==> src/rtl/line_buffer_ctl_if.sv <==
// Line-buffer sequencer port bundle.
// Groups the scanline strobe, fetch-side controls, the fill handshake with the
// video DMA requester, and the write/read drive into the line_buffers pair.
//   slave  : seen by line_buffer_ctl (takes strobes and fill data, drives buffer controls)
//   master : seen by the environment (DMA requester, timing generator, buffers)
// Signals:
//   LINE_I, DOT_EN_I, CFG_LAST_I[AW], DSCAN_I, UNDERRUN_CLR_I   timing/config in
//   D_STB_I, D_DAT_I[DW] / D_REQ_O, D_ACK_O                     fill handshake
//   ODD_O, F_ADR_O[AW], S_ADR_O[AW], S_DAT_O[DW], S_WE_O        to line_buffers
//   UNDERRUN_O                                                  sticky status
interface line_buffer_ctl_if #(
    parameter int unsigned AW = 9,
    parameter int unsigned DW = 16
) ();
    logic          LINE_I;
    logic          DOT_EN_I;
    logic [AW-1:0] CFG_LAST_I;
    logic          DSCAN_I;
    logic          D_REQ_O;
    logic          D_STB_I;
    logic [DW-1:0] D_DAT_I;
    logic          D_ACK_O;
    logic          ODD_O;
    logic [AW-1:0] F_ADR_O;
    logic [AW-1:0] S_ADR_O;
    logic [DW-1:0] S_DAT_O;
    logic          S_WE_O;
    logic          UNDERRUN_O;
    logic          UNDERRUN_CLR_I;

    modport slave (
        input  LINE_I, DOT_EN_I, CFG_LAST_I, DSCAN_I,
        input  D_STB_I, D_DAT_I, UNDERRUN_CLR_I,
        output D_REQ_O, D_ACK_O, ODD_O, F_ADR_O,
        output S_ADR_O, S_DAT_O, S_WE_O, UNDERRUN_O
    );

    modport master (
        output LINE_I, DOT_EN_I, CFG_LAST_I, DSCAN_I,
        output D_STB_I, D_DAT_I, UNDERRUN_CLR_I,
        input  D_REQ_O, D_ACK_O, ODD_O, F_ADR_O,
        input  S_ADR_O, S_DAT_O, S_WE_O, UNDERRUN_O
    );
endinterface

==> src/rtl/line_buffer_ctl.sv <==
// line_buffer_ctl: sequencer for the CGIA line_buffers pair.
// Chooses the displayed vs. filled buffer (ODD_O), walks the fetch address on
// the dot enable, and fills the back buffer from a STB/ACK word stream.
// Ports:
//   CLK_I    system clock, rising edge
//   RST_N_I  asynchronous active-low reset
//   bus      line_buffer_ctl_if.slave (see interface header for signal list)
// Build option:
//   LBCTL_DOUBLE_SCAN_EN  when defined, DSCAN_I=1 makes ODD_O flip on every
//                         second LINE_I; otherwise every LINE_I flips.
// Only D_ACK_O, S_WE_O and S_DAT_O are combinational; all other outputs are flops.
module line_buffer_ctl #(
    parameter int unsigned AW = 9,
    parameter int unsigned DW = 16
) (
    input  logic             CLK_I,
    input  logic             RST_N_I,
    line_buffer_ctl_if.slave bus
);

    typedef enum logic [1:0] {
        ST_IDLE = 2'd0,
        ST_FILL = 2'd1,
        ST_DONE = 2'd2
    } state_e;

    state_e        state_q, state_d;
    logic          odd_q, odd_d;
    logic [AW-1:0] f_adr_q, f_adr_d;
    logic [AW-1:0] s_adr_q, s_adr_d;
    logic [AW-1:0] last_q, last_d;
    logic          req_q, req_d;
    logic          underrun_q, underrun_d;

    logic          flip_c;
    logic          ack_c;
    logic          underrun_set_c;

`ifdef LBCTL_DOUBLE_SCAN_EN
    // Scan phase: only phase-0 lines flip while double scan is selected.
    logic phase_q, phase_d;

    always_comb begin
        phase_d = phase_q;
        if (!bus.DSCAN_I) begin
            phase_d = 1'b0;
        end else if (bus.LINE_I) begin
            phase_d = ~phase_q;
        end
    end

    always_ff @(posedge CLK_I or negedge RST_N_I) begin
        if (!RST_N_I) begin
            phase_q <= 1'b0;
        end else begin
            phase_q <= phase_d;
        end
    end

    assign flip_c = bus.LINE_I & (~bus.DSCAN_I | ~phase_q);
`else
    // Single scan: every scanline swaps the buffers; DSCAN_I has no effect.
    logic unused_dscan;
    assign unused_dscan = bus.DSCAN_I;
    assign flip_c       = bus.LINE_I;
`endif

    // A word is taken only while requesting, and never on a scanline strobe.
    assign ack_c = req_q & bus.D_STB_I & ~bus.LINE_I;

    // A flip that lands while the fill is still running is an underrun.
    assign underrun_set_c = flip_c & (state_q == ST_FILL);

    // Next-state, fill counter, fetch counter and status.
    always_comb begin
        state_d    = state_q;
        odd_d      = odd_q;
        f_adr_d    = f_adr_q;
        s_adr_d    = s_adr_q;
        last_d     = last_q;
        underrun_d = underrun_q;

        unique case (state_q)
            ST_IDLE: begin
                if (flip_c) begin
                    state_d = ST_FILL;
                end
            end
            ST_FILL: begin
                if (flip_c) begin
                    state_d = ST_FILL;
                end else if (ack_c && (s_adr_q == last_q)) begin
                    state_d = ST_DONE;
                end
            end
            ST_DONE: begin
                if (flip_c) begin
                    state_d = ST_FILL;
                end
            end
            default: begin
                state_d = ST_IDLE;
            end
        endcase

        // Buffer swap restarts the fill with the newly sampled line length.
        if (flip_c) begin
            odd_d   = ~odd_q;
            s_adr_d = '0;
            last_d  = bus.CFG_LAST_I;
        end else if (ack_c && (s_adr_q != last_q)) begin
            s_adr_d = AW'(s_adr_q + AW'(1));
        end

        // Fetch address: any LINE_I rewinds, otherwise saturate at last.
        if (bus.LINE_I) begin
            f_adr_d = '0;
        end else if (bus.DOT_EN_I && (f_adr_q < last_q)) begin
            f_adr_d = AW'(f_adr_q + AW'(1));
        end

        // Set has priority over clear.
        if (underrun_set_c) begin
            underrun_d = 1'b1;
        end else if (bus.UNDERRUN_CLR_I) begin
            underrun_d = 1'b0;
        end

        req_d = (state_d == ST_FILL);
    end

    // State register.
    always_ff @(posedge CLK_I or negedge RST_N_I) begin
        if (!RST_N_I) begin
            state_q    <= ST_IDLE;
            odd_q      <= 1'b0;
            f_adr_q    <= '0;
            s_adr_q    <= '0;
            last_q     <= '0;
            req_q      <= 1'b0;
            underrun_q <= 1'b0;
        end else begin
            state_q    <= state_d;
            odd_q      <= odd_d;
            f_adr_q    <= f_adr_d;
            s_adr_q    <= s_adr_d;
            last_q     <= last_d;
            req_q      <= req_d;
            underrun_q <= underrun_d;
        end
    end

    // Output drive.
    assign bus.D_REQ_O    = req_q;
    assign bus.D_ACK_O    = ack_c;
    assign bus.S_WE_O     = ack_c;
    assign bus.S_DAT_O    = DW'(bus.D_DAT_I);
    assign bus.S_ADR_O    = s_adr_q;
    assign bus.F_ADR_O    = f_adr_q;
    assign bus.ODD_O      = odd_q;
    assign bus.UNDERRUN_O = underrun_q;

endmodule

==> src/flat_wrapper.sv <==
// flat-port wrapper written by rule: the top's interface ports become plain ports
module line_buffer_ctl_flat 
#(
    parameter int unsigned AW = 9,
    parameter int unsigned DW = 16
)
  (CLK_I, RST_N_I, bus_LINE_I, bus_DOT_EN_I, bus_CFG_LAST_I, bus_DSCAN_I, bus_D_STB_I, bus_D_DAT_I, bus_UNDERRUN_CLR_I, bus_D_REQ_O, bus_D_ACK_O, bus_ODD_O, bus_F_ADR_O, bus_S_ADR_O, bus_S_DAT_O, bus_S_WE_O, bus_UNDERRUN_O);
  line_buffer_ctl_if #(.AW(AW), .DW(DW)) bus_i ();
  input  logic CLK_I;
  input  logic RST_N_I;
  input wire logic [$bits(bus_i.LINE_I)-1:0] bus_LINE_I;
  input wire logic [$bits(bus_i.DOT_EN_I)-1:0] bus_DOT_EN_I;
  input wire logic [$bits(bus_i.CFG_LAST_I)-1:0] bus_CFG_LAST_I;
  input wire logic [$bits(bus_i.DSCAN_I)-1:0] bus_DSCAN_I;
  input wire logic [$bits(bus_i.D_STB_I)-1:0] bus_D_STB_I;
  input wire logic [$bits(bus_i.D_DAT_I)-1:0] bus_D_DAT_I;
  input wire logic [$bits(bus_i.UNDERRUN_CLR_I)-1:0] bus_UNDERRUN_CLR_I;
  output wire logic [$bits(bus_i.D_REQ_O)-1:0] bus_D_REQ_O;
  output wire logic [$bits(bus_i.D_ACK_O)-1:0] bus_D_ACK_O;
  output wire logic [$bits(bus_i.ODD_O)-1:0] bus_ODD_O;
  output wire logic [$bits(bus_i.F_ADR_O)-1:0] bus_F_ADR_O;
  output wire logic [$bits(bus_i.S_ADR_O)-1:0] bus_S_ADR_O;
  output wire logic [$bits(bus_i.S_DAT_O)-1:0] bus_S_DAT_O;
  output wire logic [$bits(bus_i.S_WE_O)-1:0] bus_S_WE_O;
  output wire logic [$bits(bus_i.UNDERRUN_O)-1:0] bus_UNDERRUN_O;
  assign bus_i.LINE_I = bus_LINE_I;
  assign bus_i.DOT_EN_I = bus_DOT_EN_I;
  assign bus_i.CFG_LAST_I = bus_CFG_LAST_I;
  assign bus_i.DSCAN_I = bus_DSCAN_I;
  assign bus_i.D_STB_I = bus_D_STB_I;
  assign bus_i.D_DAT_I = bus_D_DAT_I;
  assign bus_i.UNDERRUN_CLR_I = bus_UNDERRUN_CLR_I;
  assign bus_D_REQ_O = bus_i.D_REQ_O;
  assign bus_D_ACK_O = bus_i.D_ACK_O;
  assign bus_ODD_O = bus_i.ODD_O;
  assign bus_F_ADR_O = bus_i.F_ADR_O;
  assign bus_S_ADR_O = bus_i.S_ADR_O;
  assign bus_S_DAT_O = bus_i.S_DAT_O;
  assign bus_S_WE_O = bus_i.S_WE_O;
  assign bus_UNDERRUN_O = bus_i.UNDERRUN_O;
  line_buffer_ctl #(.AW(AW), .DW(DW)) u_core (.CLK_I(CLK_I), .RST_N_I(RST_N_I), .bus(bus_i));
endmodule
==> config.mk <==
export PLATFORM = sky130hd
export DESIGN_NAME = line_buffer_ctl_flat
export DESIGN_NICKNAME = d
export VERILOG_FILES = /design/src/rtl/line_buffer_ctl_if.sv /design/src/rtl/line_buffer_ctl.sv /design/src/flat_wrapper.sv
export SDC_FILE = /design/constraint.sdc
export NUM_CORES = 1
export LEC_CHECK = 0
export CORE_MARGIN = 10
export CORE_UTILIZATION = 45
export CTS_CLUSTER_SIZE = 14
export DETAILED_ROUTE_END_ITERATION = 12
export GPL_TIMING_DRIVEN = 0
export PLACE_DENSITY = 0.86
export SLEW_MARGIN = 10
export SYNTH_ARGS = -nofsm -noshare
export SYNTH_HDL_FRONTEND = slang
export SYNTH_SLANG_ARGS = --single-unit
==> constraint.sdc <==
create_clock -name CLK_I -period 2.8 [get_ports CLK_I]
set_input_delay 0.56 -clock CLK_I [delete_from_list [all_inputs] [get_ports CLK_I]]
set_output_delay 0.56 -clock CLK_I [all_outputs]
set_load 0.01 [all_outputs]
==> results.md, run 1 <==
Timing:
- At the pin with the least slew margin, the transition time is 0.697 ns.
- The maximum clock rate is 369 MHz.
- Setup repair after global routing left no endpoint under its margin.
- The final sum of negative setup slack is 0 ns.
- The smallest clock period supported by the final layout is computed as 2.71 ns.
- Headroom to the max-slew limit came out at 0.535.
- Setup violations remaining at the end of the flow were counted as 0.
- The worst setup skew after layout is 0.00363 ns.
- The final hold violation count is 0.
- The worst setup slack after layout is ~0.089 ns.
- In the finished design, the share of the clock period the worst path needs comes to 0.968.
- The final-report max-slew violation count was 0.

Floorplan:
- The floorplan row count is 24.
- The die width is between 80 and 90 um.
- The area of the die is 7430 um^2.
- The die extent in y is 86.2 um.
- The initial utilization of the core area, before any placement, comes to 0.459.
- During I/O placement, the number of pins put on the boundary was 71.
- The placeable core region is 4290 um^2.

Place:
- The congestion estimate from routability-driven global placement came to 0.866.
- Summed over all nets, the half-perimeter wirelength after detailed placement is 3.92 mm.
- At the placement stage, the worst setup path has a slack of 0.0594 ns.
- The count of buffers added on input and output ports is 53.
- Counting tap cells, the placed design contains a total of 308 instances.

Clock network:
- In this run the number of H-tree levels came out at 2.
- The number of buffers created by CTS is 5.
- The library cell used as clock root buffer is sky130_fd_sc_hd__clkbuf_8.
- The source-to-sink clock delay at the later pin of the worst-skew pair is between 0.2 and 0.3 ns.
- Counting every sink on the clock net gives 32.
- The post-cts hold buffer count is 0.
- The largest buffer count on any clock path is 2.
- The TritonCTS clock tree is done.
- After clock tree synthesis, the clock-pin slew on the worst setup and hold paths is 0.06 ns.
- The number of setup buffers added after CTS is 0.

Detailed routing:
- The total length of routed met3 wires is around 430 um.
- The count of vias placed by the detailed router is 1,714.
- Signal routing reaches up to met4.
- Wires add up to between 5 and 6 mm.
- The length of routed met2 wiring is 2.41 mm.
- The number of detailed-route iterations in the first pass is 4.
- The number of vias per cell is 5.42.
- The mean routed wirelength per cell is 16.0 um.
- In this run the remaining antenna-violating nets after routing total 0.
- After the first detailed-routing iteration, the DRC count stood at 79.
- In the routed design, unresolved DRC markers number 0.
- The detailed router put a total of 2.15 mm of wire on met1.

Logic synthesis:
- Ranked by total cell area, the synthesized netlist is headed by sky130_fd_sc_hd__dfrtp_1 41%, sky130_fd_sc_hd__buf_4 6.5%, sky130_fd_sc_hd__ha_1 6.3%.
- The synthesized net count is 245.
- The commonest register cell after synthesis is sky130_fd_sc_hd__dfrtp_1.
- The number of different library cells used by synthesis comes to 39.
- The register bit total from synthesis is 32.
- The share of the Yosys chip area taken by registers is 0.406.
- By instance count, the leading cell after synthesis is sky130_fd_sc_hd__dfrtp_1.
- The synthesized netlist occupies a cell area of ~2000 um^2.
- The synthesized netlist cell count is ~200.
- Of all cell types, the one taking the most synthesized area is sky130_fd_sc_hd__dfrtp_1.
- The number of synthesized flops with an enable pin is 0.
- The commonest cells after synthesis are 32 x sky130_fd_sc_hd__dfrtp_1, 17 x sky130_fd_sc_hd__buf_4, 16 x sky130_fd_sc_hd__nand2_1.
- The portion of synthesized cell area occupied by the leading cell type is 0.406.
- In the synthesized netlist the async set-or-reset flop fraction comes to 1.00.
- The count of warnings emitted by yosys is 0.
- After synthesis, the mean cell area works out to 9.71 um^2.

Cells and area:
- The number of antenna diodes in the final layout is 0.
- The layout net count is 305.
- Summing all flip-flop and latch instances after layout gives approximately 800 um^2.
- The filler cells instantiated in the layout total 374.
- In the final layout, the multi-input gates occupy approximately 940 um^2.
- The share of cells above drive strength 1 is 0.170.
- The area growth from synthesis to layout is 34.5%.
- Excluding fillers, the count of instances in the completed layout stands at 316.

Power:
- The total leakage power is between 1 and 1.5 nW.
- Overall power consumption after layout is estimated at 1.22 mW.
- VDD sags by at most 181 uV.
- In this run the power density over the cells is 460 nW/um^2.

Critical path:
- STA classifies the critical path startpoint as an input pin.
- For the worst setup path, the data required time is 2.24 ns.
- Of all nets on the critical path, the largest fanout is 9.
- The timing startpoint of the critical path is bus_LINE_I.
- The endpoint identified for the worst register-to-register timing path is u_core.bus.F_ADR_O[6].
- The register-to-register setup slack is 0.52 ns.
- The destination of the critical timing path is bus_S_WE_O.
- The origin of the critical flop-to-flop path is u_core.bus.F_ADR_O[2].
- The arrival time at the worst endpoint is approximately 2.2 ns.
- The worst setup path is of the in2out kind.
- The kind of capture point of the worst setup path is an output pin.
- The worst-case reg-to-reg path depth is 7.

Global routing:
- The number of antenna violations at the first check in global routing is 0.
- In the global route stage, overall resource usage came out at 0.139.
- The first global-routing pass estimated 8.58 mm of wire.
- The via count of the first global-routing pass is roughly 1,700.
- After global routing the overflow that remains totals 0.
- Entering global routing, the biggest net connects 33 pins.

Hold path:
- The path type of the worst min-delay path is in2async.

Run:
- The number of maximum-capacitance constraint violations is 0.

Outcome:
- The flow ran to the end, and the final reports show no timing, DRC or antenna violations.
## logic make-up (layout without fill, tap and decap cells)
| group | Yosys count | after routing | share of synthesized area |
|---|---|---|---|
| and+or+nand+nor | 63 | 63 | 0.185 |
| AOI/OAI and AO/OA | 41 | 41 | 0.141 |
| buffers and inverters | 39 | 100 | 0.115 |
| DFF | 32 | 32 | 0.406 |
| adders and majority gates | 10 | 10 | 0.0635 |
| xor gates and xnor gates | 10 | 10 | 0.0444 |
| muxes | 8 | 8 | 0.0451 |
## where the power goes
group	internal, mW	total, mW	leakage [nW]	switching (mW)
logic	0.166	0.301	0.688	0.135
clock network	0.200	0.368	0.0455	0.168
registers	0.506	0.552	0.412	0.0456
## how the worst min path moves through the flow
stage / start / end / slack [ns] / cells after the start
2_1_floorplan: RST_N_I / u_core.bus.D_REQ_O / 0.26 / 0
3_3_place_gp: u_core.bus.ODD_O / u_core.bus.ODD_O / 0.45 / 1
3_5_place_dp: u_core.bus.ODD_O / u_core.bus.ODD_O / 0.48 / 1
4_1_cts: RST_N_I / u_core.bus.F_ADR_O[4] / 0.34 / 1
5_1_grt: RST_N_I / u_core.bus.F_ADR_O[7] / 0.37 / 1
6_report: RST_N_I / u_core.bus.F_ADR_O[4] / 0.31 / 1
## layout make-up
type / instances / share of cell area
multi-input combinational: 132 / 0.356
sequential: 32 / 0.302
timing repair buffer: 53 / 0.198
buffer: 26 / 0.0675
clock buffer: 8 / 0.0340
tap: 52 / 0.0245
inverter: 13 / 0.0184
## sequential cells by signal, indices dropped and copies added, names as in the netlist
register and flops:
u_core.bus.D_REQ_O 1, u_core.state_q 2, u_core.bus.ODD_O 1, u_core.bus.UNDERRUN_O 1
u_core.bus.F_ADR_O 9, u_core.bus.S_ADR_O 9, u_core.last_q 9
## placed cells by master, fill, tap and decap left out, drive strengths merged
cell type / instances
a21o: 3
a21oi: 7
a22oi: 1
a31oi: 1
and3: 1
buf: 23
clkbuf: 12
clkdlybuf4s50: 52
dfrtp: 32
ha: 10
inv: 13
mux2: 7
mux2i: 1
nand2: 16
nand2b: 2
nand3: 9
nand3b: 1
nand4: 6
nor2: 7
nor2b: 6
nor4: 6
o211ai: 1
o21ai: 11
o21bai: 2
o22ai: 2
o311ai: 4
o31ai: 5
o41ai: 4
or2: 3
or3: 1
or3b: 1
or4: 4
xnor2: 7
xor2: 3
## critical path: stages
cell and delay, ns:
sky130_fd_sc_hd__clkdlybuf4s50_1 0.42, sky130_fd_sc_hd__inv_1 0.07, sky130_fd_sc_hd__nand3_1 0.25, sky130_fd_sc_hd__inv_2 0.20, sky130_fd_sc_hd__buf_4 0.12, sky130_fd_sc_hd__clkdlybuf4s50_1 0.52
## stage by stage
stage                     hold slack (ns)  instance area (um^2)   util
after floorplan                     0.264                  1970      -
after global placement              0.453                  2570  0.598
after detailed placement            0.480                  2560  0.597
after CTS                           0.343                  2650  0.618
after global routing                0.372                  2650  0.618
final                               0.313                  2650  0.618
## timing repair
| action | in CTS | in global routing |
|---|---|---|
| resized for setup | 0 | 1 |
| hold endpoints to repair | 0 | 0 |
| setup endpoints to repair | 0 | 1 |
## layer usage
| layer | vias to the layer above | GRT usage |
|---|---|---|
| met5 | - | 0 |
| met4 | 0 | 0.0677 |
| met3 | 6 | 0.0422 |
| met2 | 61 | 0.221 |
| met1 | 814 | 0.167 |
| li1 | 833 | - |
(Power assumes the default switching activity.)
==> inputs of run 2 (changes only) <==
--- a/config.mk
+++ b/config.mk
@@ -10,6 +10,7 @@
 export CTS_CLUSTER_SIZE = 14
 export DETAILED_ROUTE_END_ITERATION = 12
 export GPL_TIMING_DRIVEN = 0
+export MAX_ROUTING_LAYER = met4
 export PLACE_DENSITY = 0.86
 export SLEW_MARGIN = 10
 export SYNTH_ARGS = -nofsm -noshare
==> run 2 against run 1 <==
Setup slack unchanged. First-iteration DRC count rose by 2.5%. Fmax stayed put. Sequential power barely moved. Clock-buffer cell count is the same. Sequential share of layout area unchanged. Non-clock buffer count stayed put. Clock skew about the same. Critical endpoint unchanged. Via count grew 0.18%. Critical path type unchanged. Global-route usage grew 0.40 points. Critical path depth unchanged.
==> results.md, run 2 (same netlist as run 1, synthesis figures left out) <==
Hold path:
- The path class of the tightest hold or removal check is in2async.

Critical path:
- The critical path's top delay family is buffers and inverters.
- The slowest stage of the critical path is the sky130_fd_sc_hd__clkdlybuf4s50_1 cell.
- The arrival time at the worst endpoint is 2.15 ns (about the same).
- The largest fanout of any net on the critical path was 9 (unchanged).
- The critical path class is in2out.
- The buffering stage count on the worst path with inverters included is 5 (unchanged).
- The critical path's largest stage delay is 0.52 ns (about the same).
- STA classifies the critical path startpoint as an input pin.
- The most numerous cell on the critical path is sky130_fd_sc_hd__clkdlybuf4s50_1.
- The signal on the critical path passes through clkdlybuf4s50_1, inv_1, nand3_1, inv_2, buf_4, clkdlybuf4s50_1.
- The kind of capture point of the worst setup path is an output pin.
- The critical path required time was 2.24 ns (about the same).

Floorplan:
- The die width is 86.2 um (unchanged).
- The area of the die is 7430 um^2 (unchanged).
- The floorplan row count is 24 (unchanged).
- The count of boundary I/O pins is 71 (unchanged).
- The effective utilization at floorplan is 0.459 (unchanged).
- The placeable core region was 4290 um^2 (unchanged).
- The die extent in y was 86.2 um (unchanged).

Cells and area:
- The share of cells above drive strength 1 is 0.170 (unchanged).
- The register cell area after layout is 801 um^2 (unchanged).
- The final design area excluding fillers is 2650 um^2 (unchanged).
- The number of standard cells in the final layout excluding fillers is 316 (unchanged).
- The library cells used most frequently in the layout, excluding fill and tap cells, are 52 x sky130_fd_sc_hd__clkdlybuf4s50_1, 32 x sky130_fd_sc_hd__dfrtp_1, 17 x sky130_fd_sc_hd__buf_4, 16 x sky130_fd_sc_hd__nand2_1, 12 x sky130_fd_sc_hd__inv_1.
- The area growth from synthesis to layout was 34.5% (unchanged).
- The total area of multi-input combinational cells was 943 um^2 (unchanged).
- The commonest non-fill, non-tap cell in the layout is sky130_fd_sc_hd__clkdlybuf4s50_1.
- The layout net count is 305 (unchanged).
- The number of fillers in the final layout was 374 (unchanged).
- The number of antenna repair diodes is 0 (unchanged).

Global routing:
- The residual overflow from global routing is 0 (unchanged).
- The global-route wire length before repair came to 8.58 mm (about the same).
- The maximum number of pins on one net before global-route repair is 33 (unchanged).
- The via count of the first global-routing pass is 1,731 (-0.29%).
- The number of antenna violations at the first check in global routing was 0 (unchanged).
- The overall routing resource usage was 0.143 (+0.00397).

Timing:
- The final hold violation count was 0 (unchanged).
- The worst slew slack as a fraction of its limit is 0.535 (unchanged).
- The shortest period the worst path allows came to 2.71 ns (unchanged).
- The final-report max-slew violation count is 0 (unchanged).
- The worst setup skew after layout came to 0.00363 ns (+0.0000000600 ns).
- The final sum of negative setup slack came to 0 ns (unchanged).
- The worst setup slack after layout came to 0.0889 ns (unchanged).
- The maximum clock rate is 369 MHz (unchanged).
- The slew at the pin closest to its max-slew limit is 0.697 ns (unchanged).
- The tightest hold margin is 0.313 ns (-0.0000320 ns).
- The count of endpoints failing setup in the final report was 0 (unchanged).
- The final cycle utilization of the critical path came to 0.968 (unchanged).
- Setup repair after global routing left no endpoint under its margin.

Detailed routing:
- The post-route antenna net violation count is 0 (unchanged).
- The number of detailed-route iterations in the first pass came to 4 (unchanged).
- The count of vias placed by the detailed router is 1,717 (+0.18%).
- The mean routed wirelength per cell is 16.0 um (-0.14%).
- The number of vias per cell is 5.43 (+0.18%).
- The DRC violations left is 0 (unchanged).
- The detailed router's first-iteration violation count is 81 (+2.5%).
- The total length of routed wires came to 5.05 mm (-0.14%).

Place:
- The cell count after placement was 308 (unchanged).
- The final weighted congestion of routability-driven global placement came to 0.879 (+1.6%).
- The number of buffer cells added on primary ports is 53 (unchanged).
- The placed standard-cell area is 2560 um^2 (unchanged).
- The placed wire-length estimate after detailed placement was 3.92 mm (unchanged).
- The pre-CTS setup slack is 0.0594 ns (unchanged).

Clock network:
- The sink count of the clock tree is 32 (unchanged).
- The post-cts hold buffer count came to 0 (unchanged).
- The post-CTS clock slew at the launch and capture registers of the worst setup and hold paths is 0.06 ns (about the same).
- TritonCTS built the clock tree.
- The post-CTS setup buffer count is 0 (unchanged).
- The post-cts repair resize count is 0 (unchanged).
- The library cell used as clock root buffer is sky130_fd_sc_hd__clkbuf_8.
- The source-to-sink clock delay at the later pin of the worst-skew pair is 0.29 ns (about the same).
- The number of buffers created by CTS is 5 (unchanged).
- The largest buffer count on any clock path is 2 (unchanged).
- The H-tree depth reported by CTS is 2 (unchanged).

Power:
- The total leakage power is 1.15 nW (unchanged).
- The largest voltage drop on the vdd net was 181 uV (about the same).
- The power density over the cells came to 460 nW/um^2 (about the same).

Outcome:
- The flow ran to the end, and the final reports show no timing, DRC or antenna violations.

Run:
- The number of maximum-capacitance constraint violations was 0 (unchanged).
## run 2: cell counts in the layout (fill, tap and decap cells not counted)
No cell type changed its count.
## run 2: worst paths after layout
check | start | to | slack (ns) | depth (start not counted)
setup / recovery | bus_LINE_I | bus_S_WE_O | 0.09 | 6
hold / removal | RST_N_I | u_core.bus.F_ADR_O[4] | 0.31 | 1
setup reg to reg | u_core.bus.F_ADR_O[2] | u_core.bus.F_ADR_O[6] | 0.52 | 7
hold reg to reg | u_core.bus.ODD_O | u_core.bus.ODD_O | 0.48 | 1
max in group asynchronous | RST_N_I | u_core.bus.UNDERRUN_O | 2.03 | 1
min in group CLK_I | u_core.bus.ODD_O | u_core.bus.ODD_O | 0.48 | 1
## run 2: area by class of cell
cell class | instances | share of cell area
inverters | 13 | 0.0184
well taps | 52 | 0.0245
multi-input cells | 132 | 0.356
repair buffers | 53 | 0.198
flip-flops and latches | 32 | 0.302
plain buffers | 26 | 0.0675
clock buffers | 8 | 0.0340
## run 2: through the flow
step	power (mW)	utilization
global route	1.29	0.618
finish	1.22	0.618
CTS	1.24	0.618
detailed placement	0.864	0.597
floorplan	0.711	-
global placement	0.853	0.598
## run 2: layer usage
layer / up-vias / track usage / wire (um)
li1: 833 / - / -
met4: 0 / 0.0677 / 68
met2: 61 / 0.221 / 2410
met5: - / - / 0
met1: 817 / 0.174 / 2220
met3: 6 / 0.0310 / 347
## run 2: power breakdown
group          internal, mW  total [mW]  leakage, nW  switching, mW
Sequential            0.506       0.552        0.412         0.0456
Clock                 0.200       0.368       0.0455          0.168
Combinational         0.166       0.301        0.688          0.135
Total                 0.872        1.22         1.15          0.349
## run 2: worst register-to-register path, stage by stage, from the launching register on
cell,delay (ns)
sky130_fd_sc_hd__dfrtp_1,0.46
sky130_fd_sc_hd__ha_1,0.34
sky130_fd_sc_hd__a21o_1,0.15
sky130_fd_sc_hd__a31oi_1,0.21
sky130_fd_sc_hd__o21ai_2,0.15
sky130_fd_sc_hd__buf_6,0.16
sky130_fd_sc_hd__nor4_1,0.32
sky130_fd_sc_hd__mux2_2,0.37
